**src/rtl/uart_pkg.sv**
```systemverilog
// Shared UART constants and types: receiver state encoding, baud timing
// and the default byte width / receive FIFO depth used by the RX path.
package uart_pkg;

  // Byte width delivered by the receiver and stored by the RX FIFO.
  localparam int unsigned UART_DATA_W     = 8;
  // Default number of entries in the receive FIFO (power of two).
  localparam int unsigned UART_FIFO_DEPTH = 16;

  // Baud timing for the receiver.
  localparam int unsigned UART_CLK_HZ       = 50_000_000;
  localparam int unsigned UART_BAUD         = 115_200;
  localparam int unsigned UART_CLKS_PER_BIT = UART_CLK_HZ / UART_BAUD;

  // Receiver bit-level state machine encoding.
  typedef enum logic [2:0] {
    UART_IDLE    = 3'd0,
    UART_START   = 3'd1,
    UART_DATA    = 3'd2,
    UART_STOP    = 3'd3,
    UART_CLEANUP = 3'd4
  } uart_state_e;

  // Byte handed from the receiver to the FIFO.
  typedef struct packed {
    logic                   valid;
    logic [UART_DATA_W-1:0] data;
  } uart_rx_byte_t;

endpackage

```
**src/rtl/uart_fifo_mem.sv**
```systemverilog
// Storage array for the RX FIFO: DEPTH x DATA_W flops, one synchronous
// write port and one asynchronous read port. Contents are not reset.
//   clk     : system clock
//   wr_en   : write strobe (already qualified by the controller)
//   wr_addr : write address
//   wr_data : write data
//   rd_addr : read address
//   rd_data : combinational read data at rd_addr
module uart_fifo_mem #(
  parameter int unsigned DATA_W = 8,
  parameter int unsigned DEPTH  = 16
) (
  input  logic                     clk,
  input  logic                     wr_en,
  input  logic [$clog2(DEPTH)-1:0] wr_addr,
  input  logic [DATA_W-1:0]        wr_data,
  input  logic [$clog2(DEPTH)-1:0] rd_addr,
  output logic [DATA_W-1:0]        rd_data
);

  logic [DATA_W-1:0] mem [DEPTH];

  // Write port.
  always_ff @(posedge clk) begin
    if (wr_en) begin
      mem[wr_addr] <= wr_data;
    end
  end

  // Asynchronous read gives first-word-fall-through at the top level.
  assign rd_data = mem[rd_addr];

endmodule

```
**src/rtl/uart_rx_fifo.sv**
```systemverilog
// Receive FIFO behind the UART receiver. First-word-fall-through output
// with a valid/ready read handshake, registered occupancy and flags, and
// a sticky overflow flag for bytes dropped while full.
//   clk         : system clock
//   rst         : asynchronous active-high reset
//   wr_data     : received byte
//   wr_en       : byte-valid strobe, one push per cycle while high
//   rd_data     : oldest stored byte (valid while rd_valid)
//   rd_valid    : FIFO not empty
//   rd_ready    : consumer accepts rd_data this cycle
//   count       : occupancy 0..DEPTH
//   full        : count == DEPTH
//   almost_full : count >= AF_LEVEL
//   overflow    : sticky, a byte was dropped
//   ovf_clr     : clear overflow (a simultaneous drop wins)
module uart_rx_fifo
  import uart_pkg::*;
#(
  parameter int unsigned DATA_W   = UART_DATA_W,
  parameter int unsigned DEPTH    = UART_FIFO_DEPTH,
  parameter int unsigned AF_LEVEL = 12
) (
  input  logic                       clk,
  input  logic                       rst,
  input  logic [DATA_W-1:0]          wr_data,
  input  logic                       wr_en,
  output logic [DATA_W-1:0]          rd_data,
  output logic                       rd_valid,
  input  logic                       rd_ready,
  output logic [$clog2(DEPTH):0]     count,
  output logic                       full,
  output logic                       almost_full,
  output logic                       overflow,
  input  logic                       ovf_clr
);

  localparam int unsigned AW    = $clog2(DEPTH);
  localparam int unsigned PTR_W = AW + 1;

  logic [PTR_W-1:0] wr_ptr_q;
  logic [PTR_W-1:0] rd_ptr_q;
  logic [PTR_W-1:0] wr_ptr_n;
  logic [PTR_W-1:0] rd_ptr_n;
  logic [PTR_W-1:0] count_n;
  logic             push;
  logic             pop;
  logic             drop;
  logic             empty_n;
  logic             full_n;
  logic             af_n;

  // Handshake qualification and next-pointer / next-flag computation.
  always_comb begin
    pop      = rd_valid & rd_ready;
    // A pop in the same cycle frees the slot, so a write while full is kept.
    push     = wr_en & (~full | pop);
    drop     = wr_en & full & ~pop;
    wr_ptr_n = wr_ptr_q + PTR_W'(push);
    rd_ptr_n = rd_ptr_q + PTR_W'(pop);
    count_n  = wr_ptr_n - rd_ptr_n;
    empty_n  = (wr_ptr_n == rd_ptr_n);
    full_n   = (wr_ptr_n[AW-1:0] == rd_ptr_n[AW-1:0]) &&
               (wr_ptr_n[AW] != rd_ptr_n[AW]);
    af_n     = (count_n >= PTR_W'(AF_LEVEL));
  end

  // Pointers and registered status outputs.
  always_ff @(posedge clk or posedge rst) begin
    if (rst) begin
      wr_ptr_q    <= '0;
      rd_ptr_q    <= '0;
      rd_valid    <= 1'b0;
      count       <= '0;
      full        <= 1'b0;
      almost_full <= 1'b0;
      overflow    <= 1'b0;
    end else begin
      wr_ptr_q    <= wr_ptr_n;
      rd_ptr_q    <= rd_ptr_n;
      rd_valid    <= ~empty_n;
      count       <= count_n;
      full        <= full_n;
      almost_full <= af_n;
      if (drop) begin
        overflow <= 1'b1;
      end else if (ovf_clr) begin
        overflow <= 1'b0;
      end
    end
  end

  uart_fifo_mem #(
    .DATA_W (DATA_W),
    .DEPTH  (DEPTH)
  ) u_mem (
    .clk     (clk),
    .wr_en   (push),
    .wr_addr (wr_ptr_q[AW-1:0]),
    .wr_data (wr_data),
    .rd_addr (rd_ptr_q[AW-1:0]),
    .rd_data (rd_data)
  );

endmodule
```
**config.mk**
```make
export PLATFORM = sky130hd
export DESIGN_NAME = uart_rx_fifo
export DESIGN_NICKNAME = d
export VERILOG_FILES = /design/src/rtl/uart_pkg.sv /design/src/rtl/uart_fifo_mem.sv /design/src/rtl/uart_rx_fifo.sv
export SDC_FILE = /design/constraint.sdc
export NUM_CORES = 1
export LEC_CHECK = 0
export CAP_MARGIN = 20
export CORE_AREA = 5 5 107 109
export CTS_CLUSTER_DIAMETER = 40
export CTS_CLUSTER_SIZE = 8
export DETAILED_ROUTE_END_ITERATION = 16
export DIE_AREA = 0 0 112 114
export PLACE_DENSITY = 0.77
export SYNTH_ARGS = -nofsm -noshare
export SYNTH_HDL_FRONTEND = slang
export SYNTH_HIERARCHICAL = 1
export SYNTH_SLANG_ARGS = --single-unit
```
**constraint.sdc**
```tcl
create_clock -name clk -period 2.7 [get_ports clk]
set_input_delay 0.54 -clock clk [delete_from_list [all_inputs] [get_ports clk]]
set_output_delay 0.54 -clock clk [all_outputs]
set_load 0.005 [all_outputs]
```
* Word-level counts from Yosys, hierarchy flattened
Memories as Yosys holds them, arrays and structs flattened. Index checks and enable logic that the tools add are counted.
Word-level totals: memories 1, output and inout port bits 17, flip-flop bits (word level) 19, RAM bits 128, logic and storage cells 29
Cells by class: add/sub/neg operators 3, equal/unequal tests 3, multiplexer cells 4, reduce and logical (&&, ||, !) cells 2, order comparisons 1, bitwise gates (word level) 8
Memories:
- u_mem.mem | depth 16, width 8, read ports 1, clocked after memory_dff 0, wr ports 1, line uart_fifo_mem.sv:21 | logic [DATA_W-1:0] mem [DEPTH];
Operator list (count):
- 5-bit by 1-bit adder with 5-bit output | 2
- 5-bit == test | 1
- 5-bit by 4-bit >= comparator with 1-bit output, second input constant | 1
- 5-bit subtractor | 1
- 1-bit bitwise AND | 4
- 4-bit == test | 1
- 1-bit 2-to-1 mux | 4
- 1-bit NOT | 3
- 2-bit nonzero test | 1
- 1-bit logical AND | 1
- 1-bit != test | 1
- 1-bit OR | 1

* Depth between registers and ports, before layout
Gate-level depths: netlist (run 1).
depth in word-level cells 6, gate-level depth with buffers 11, depth with buffers taken out 11

* By module
The synthesis (run 1) kept the hierarchy.
By module, submodules not included:
- uart_fifo_mem | area each 4987.3 um^2, times used 1, cells each 221, seq. area each 3843.7 um^2
- uart_rx_fifo | area each 953.4 um^2, times used 1, cells each 75, seq. area each 475.5 um^2

* Least setup slack after synthesis (run 1)
No wires, ideal clock.
path type input port to flip-flop, start input port rd_ready, end register almost_full, buffers on the path 0, arrival 2.621 ns, stages on the path 10, setup slack 0.000 ns, library setup time 0.079 ns, path through nand2_1 a21boi_0 ha_1 ha_1 xor2_1 ha_1 nor2b_1 a2111oi_2 a211oi_1 mux2i_1
On the way: longest elaborated chain between the ends 6, elaborated cells on any way between the ends 7, classes of those cells add/sub: 3; order compare: 1; bitwise: 3
RTL lines:
- start, declared | line uart_rx_fifo.sv:29 | input logic rd_ready,
- 1-bit bitwise AND | line uart_rx_fifo.sv:54 | pop = rd_valid & rd_ready;
- 1-bit OR | line uart_rx_fifo.sv:56 | push = wr_en & (~full | pop);
- 1-bit bitwise AND | line uart_rx_fifo.sv:56
- named net push | line uart_rx_fifo.sv:45 | logic push;
- 5-bit by 1-bit adder with 5-bit output | line uart_rx_fifo.sv:58 | wr_ptr_n = wr_ptr_q + PTR_W'(push);
- named net wr_ptr_n[2] | line uart_rx_fifo.sv:42 | logic [PTR_W-1:0] wr_ptr_n;
- 5-bit subtractor | line uart_rx_fifo.sv:60 | count_n = wr_ptr_n - rd_ptr_n;
- 5-bit by 4-bit >= comparator with 1-bit output | line uart_rx_fifo.sv:64 | af_n = (count_n >= PTR_W'(AF_LEVEL));
- named net af_n | line uart_rx_fifo.sv:50 | logic af_n;
- end signal, assigned | line uart_rx_fifo.sv:83 | almost_full <= af_n;
- end, declared | line uart_rx_fifo.sv:32 | output logic almost_full,
The timed path passes the listed nets, and every way through them passes these cells. A chain may end at the register's enable or synchronous reset.

* Worst setup path in the final report (run 1)
start register rd_ptr_q[0], end output port rd_data[2]
On the way: longest elaborated chain between the ends 1
RTL lines:
- start, declared | line uart_rx_fifo.sv:41 | logic [PTR_W-1:0] rd_ptr_q;
- start signal, assigned | line uart_rx_fifo.sv:79 | rd_ptr_q <= rd_ptr_n;
- memory read 16 x 8 bit
- end, declared | line uart_rx_fifo.sv:27 | output logic [DATA_W-1:0] rd_data,
No other way between the ends.

==> results of run 1 <==
## cell usage in the layout, fill, tap and decap left out, types with 3 or more instances in the layout
cell,count
xnor2_1,5
nor2b_1,3
buf_12,6
inv_1,11
mux4_2,30
clkinv_2,4
nand2_1,11
buf_6,10
xor2_1,3
ha_1,9
nor2_1,14
buf_2,8
edfxtp_1,128
nand3b_1,3
nand3_1,4
buf_4,47
dfrtp_1,18
clkdlybuf4s50_1,21
clkinvlp_4,3
nor3_1,4
a22oi_2,15
clkbuf_16,16
## where the power goes
part | switching, µW | internal [µW] | total [µW]
Combinational | 1730 | 2010 | 3740
Clock | 883 | 1210 | 2100
Sequential | 232 | 2850 | 3080
Total | 2850 | 6070 | 8920
## final cells by class
cell class	instances	area share, %
clock buffer	18	5.621
clock inverter	13	1.498
inverter	11	0.5554
multi-input combinational	128	20.62
sequential	147	58.11
tap	140	2.356
timing repair buffer	92	11.24
## state kept, by name, indices dropped and copies added (netlist names)
name and count:
overflow 1, wr_ptr_q 5, count 5, almost_full 1
rd_valid 1, rd_ptr_q 5, u_mem/mem 128, full 1
## through the flow
step	setup TNS (ps)	std cells	total power, µW
after detailed placement	-1497	500	6392
after floorplan	0	296	5060
final	-465.3	549	8919
after global placement	-1095	500	6310
after CTS	-754.3	550	8978
after global routing	-1212	549	9407
## path summary, 6_finish.rpt
| check | from | endpoint | slack (ps) |
|---|---|---|---|
| min in group clk | overflow | overflow | 550 |
| setup / recovery | rd_ptr_q[0] | rd_data[2] | -110 |
| hold / removal | rst | almost_full | 440 |
| setup reg to reg | rd_ptr_q[0] | almost_full | 110 |
| max in group asynchronous | rst | rd_ptr_q[0] | 1750 |
| hold reg to reg | overflow | overflow | 550 |
## logic make-up (layout without fill, tap and decap cells)
| family | after synthesis | in the layout | share of synthesized area, % |
|---|---|---|---|
| XOR/XNOR | 11 | 11 | 2.380 |
| AND/OR/NAND/NOR | 51 | 51 | 4.444 |
| multiplexers | 33 | 33 | 13.18 |
| buffers and inverters | 21 | 134 | 2.148 |
| AO/OA/AOI/OAI | 23 | 23 | 2.907 |
| adder cells (fa/ha/maj) | 10 | 10 | 2.233 |
| flip-flops | 147 | 147 | 72.70 |
## critical path: cells and delay by family, from the launching register on
family / cells / cell delay [ps]
AND/OR/NAND/NOR: 1 / 110
flip-flops: 1 / 510
buffers and inverters: 3 / 400
multiplexers: 1 / 520
AO/OA/AOI/OAI: 1 / 210
## routing by layer
metal	track usage, %	vias to the layer above	routed length, µm	part of all wire (%)
met2	34.65	140	6318	52
met4	6.490	0	244	2.0
li1	-	1394	-	-
met5	0	-	0	0
met1	27.23	1677	4923	40
met3	5.836	30	776	6.3
## cell usage after synthesis (2+ instances only)
master,instances,share of area (%)
ha_1,9,1.9
nand3_1,4,0.34
buf_6,3,0.57
nand3b_1,3,0.38
nand3_2,2,0.34
and4_1,2,0.29
nand2b_1,2,0.21
xor2_1,3,0.44
o21ai_0,2,0.17
mux4_1,14,6.2
xnor2_4,2,0.93
nor2_1,14,0.88
nor2b_1,4,0.42
a22oi_1,16,2.0
xnor2_1,5,0.74
inv_1,11,0.70
dfrtp_1,19,8.0
edfxtp_1,128,65
nor3_1,4,0.34
buf_2,3,0.25
nand2_1,12,0.76
mux4_2,18,6.8
clkdlybuf4s25_2,3,0.51
## what timing repair did
action,4_1_cts,5_1_grt
gates cloned,1,0
setup endpoints to repair,8,9
pin swaps,21,9
gates resized for setup,69,4
setup buffers,18,0
==> results_dict.tcl, run 1 <==
set metrics [dict create \
    fin_crit_ps 2812 \
    io_buffers 29 \
    fmax_ghz 0.3556 \
    multi_input_area_mm2 0.001533 \
    syn_area_mm2 0.005941 \
    core_mm2 0.01051 \
    fin_ws_ps -112.3 \
    cts_sinks 147 \
    syn-num-nets 319 \
    area_growth_syn_to_layout_pct 25.15 \
    tritoncts "done" \
    synth_edf_count 128 \
    synthDistinctLibCells 36 \
    dpl_worst_slack_ps -408.9 \
    rows 38 \
    cts_buffers 17 \
    violations "setup timing" \
    rsz0062_at_grt "yes" \
    nFillCells 609 \
    ys.flop_type "edfxtp_1" \
    seqCellArea_mm2 0.004320 \
    dr.pass1.iters 6 \
    viasPerCell 5.903 \
    async_flop_share_pct 12.93 \
    die_h_um 114 \
    io_pins 30 \
    n_antenna_cell 0 \
    slew_headroom_pct 51.75 \
    end_kind "output pin" \
    clock_skew_ps 6.344 \
    grt_max_degree 25 \
    worstPathRequired_ps 2160 \
    worst_slew_pin_slew_ps 723.0 \
    worstPathCellList "buf_12 > buf_12 > mux4_2 > a22oi_2 > nand2_2 > buf_2" \
    synth_warnings 6 \
    wl_um 12260 \
    hpwl_um 7442 \
    critical-path-max-stage-delay_ps 520 \
    design_area_mm2 0.007435 \
    drc 0 \
    clock_path_buffers 2 \
    worst_hold_slack_ps 441.0 \
    p_leak_uw 0.002668 \
    chipWidth_um 112 \
    synth_seq_area_share_pct 72.70 \
    drive_gt1_share_pct 38.14 \
    period_share_pct 104.2 \
    clock_latency_ps 510 \
    cp-start-kind "flip-flop" \
    status "complete, but fails checks" \
    grt_pass1_wl_um 19440 \
    antenna_found_initial 0 \
    post-route-util_pct 70.75 \
    wl_per_cell_um 22.34 \
    place_area_mm2 0.006696 \
    slowest_stage "mux4_2" \
    hp-class "in2async" \
    h-tree-depth 4 \
    clkTransAtPathRegs_ps 60 \
    synthCells 296 \
    vias 3241 \
    grt_pass1_vias 3320 \
    cp_max_fo 6 \
    start_util_pct 56.54 \
    finalMaxSlewViolations 0 \
    overflow 0 \
    dieArea_mm2 0.01277 \
    reg2reg_depth 10 \
    hold_viol 0 \
    ant_nets 0 \
    arrival_ps 2270 \
    finalSetupViolCount 8 \
    place.gp.congestion 0.8232 \
    cap_viol_max_count 0 \
    drt_iter0_drc 378 \
    ir_worst_vdd_uv 617.7 \
    ctsHoldBuffers 0 \
    crit_top_cell "buf_12" \
    cts_root_buf "clkbuf_8" \
    finalNetCount 420 \
    worstSetupPathType "reg2out" \
    ys_ff_latch 147 \
    track_usage_pct 20.86 \
    power_density_mw_per_mm2 1200 \
    syn_avg_cell_area_um2 20.07 \
]
Power figures use the tool's default switching activity.
==> run 2, diff against run 1 <==
--- a/config.mk
+++ b/config.mk
@@ -12,6 +12,7 @@
 export DETAILED_ROUTE_END_ITERATION = 16
 export DIE_AREA = 0 0 112 114
 export PLACE_DENSITY = 0.77
+export SKIP_CTS_REPAIR_TIMING = 1
 export SYNTH_ARGS = -nofsm -noshare
 export SYNTH_HDL_FRONTEND = slang
 export SYNTH_HIERARCHICAL = 1
==> results_dict.tcl, run 2 (synthesized netlist as in run 1, its figures left out) <==
set metrics [dict create \
    io_pins 30 \
    grt_max_degree 25 \
    wl_per_cell_um 22.57 \
    finalNonFillerCells 564 \
    drt_iter0_drc 301 \
    period_share_pct 109.0 \
    hpwl_um 7442 \
    clock_latency_ps 510 \
    cap_viol_max_count 0 \
    slew_headroom_pct 50.73 \
    worstPathCellList "buf_6 > buf_12 > buf_8 > buf_6 > mux4_2 > a22oi_2 > nand2_1 > buf_2" \
    cts_root_buf "clkbuf_8" \
    dieArea_mm2 0.01277 \
    finalSetupViolCount 8 \
    rsz0062_at_grt "yes" \
    clkTransAtPathRegs_ps 60 \
    chipWidth_um 112 \
    final_cell_mix "edfxtp_1, buf_4, mux4_2" \
    grt_pass1_vias 3198 \
    cts_sinks 147 \
    cp-start-kind "flip-flop" \
    viasPerCell 5.837 \
    fin_ws_ps -244.0 \
    post-route-util_pct 72.20 \
    tns_ps -1289 \
    start_util_pct 56.54 \
    n_antenna_cell 0 \
    reg2reg_depth 10 \
    end_kind "output pin" \
    place.gp.congestion 0.8232 \
    status "complete, but fails checks" \
    worstSetupPathType "reg2out" \
    design_area_mm2 0.007586 \
    p_leak_uw 0.002764 \
    overflow 0 \
    ir_worst_vdd_uv 596.9 \
    hold_viol 0 \
    slowest_stage "dfrtp_2" \
    placed_cells 500 \
    critical-path-max-stage-delay_ps 530 \
    place_area_mm2 0.006696 \
    largest-register "u_mem/mem" \
    antenna_found_initial 0 \
    r2r_slack_ps 100 \
    drive_gt1_share_pct 39.39 \
    timing.critical_path.from "rd_ptr_q[0]" \
    largest_reg_flops 128 \
    cp.depth 8 \
    ant_nets 0 \
    endpoint "rd_data[1]" \
    cp_top_family "buffers and inverters" \
    final_common_cell "edfxtp_1" \
    violations "setup timing" \
    finalMaxSlewViolations 0 \
    worstPathRequired_ps 2160 \
    vias 3292 \
    clock_skew_ps 7.522 \
    tritoncts "done" \
    wl_um 12730 \
    drc 0 \
    area_growth_syn_to_layout_pct 27.70 \
    die_h_um 114 \
    power_density_mw_per_mm2 1216 \
    arrival_ps 2400 \
    grt_pass1_wl_um 18540 \
    crit_top_cell "buf_6" \
    r2r_start "rd_ptr_q[0]" \
    cts_buffers 17 \
    clock_path_buffers 2 \
    cp_max_fo 7 \
    nFillCells 580 \
    io_buffers 29 \
    fin_crit_ps 2944 \
    finalNetCount 435 \
    dr.pass1.iters 5 \
    worst_slew_pin_slew_ps 738.2 \
    crit_buf_inv 5 \
    track_usage_pct 19.83 \
    core_mm2 0.01051 \
    rows 38 \
    fmax_ghz 0.3397 \
    r2r-end "almost_full" \
    hp-class "in2async" \
    h-tree-depth 4 \
]
## run 2: worst register-to-register path, cell delays in order (launching register included)
cell,delay (ps)
dfrtp_2,510
buf_4,180
ha_1,210
ha_1,220
xor2_1,200
inv_1,90
ha_1,350
nor2b_4,220
o21ai_0,110
a211oi_1,270
mux2i_1,100
## run 2: cell type report
type	instances	area, µm²	share of cell area (%)
well taps	140	175.2	2.309
flip-flops and latches	147	4320	56.95
clock buffers	18	417.9	5.509
repair buffers	107	957.2	12.62
multi-input cells	128	1563	20.60
clock inverters	13	111.4	1.468
inverters	11	41.29	0.5443
## run 2: where the power goes
group | internal (µW) | switching (µW)
logic | 2200 | 1850
clock network | 1210 | 883
registers | 2850 | 235
## run 2: worst min path at each step
stage | start | endpoint | depth (start not counted)
floorplan | rst | almost_full | 1
global route | rst | count[4] | 2
global placement | overflow | overflow | 2
CTS | rst | almost_full | 2
detailed placement | full | overflow | 2
finish | rst | almost_full | 2
## run 2: per-stage QoR
step | worst slack [ps] | power (µW) | hold WS (ps)
after floorplan | 110.6 | 5060 | 491.1
after global placement | -337.4 | 6310 | 519.3
after detailed placement | -408.9 | 6392 | 556.3
after CTS | -500.3 | 8533 | 460.5
after global routing | -351.0 | 9716 | 493.4
final | -244.0 | 9227 | 449.4
## run 2: per-layer routing
metal	part of all wire [%]	vias up	global-route usage, %
met1	40	1687	25.88
li1	-	1430	-
met2	52	152	33.53
met3	6.4	23	4.775
met5	0	-	0
met4	1.5	0	6.090
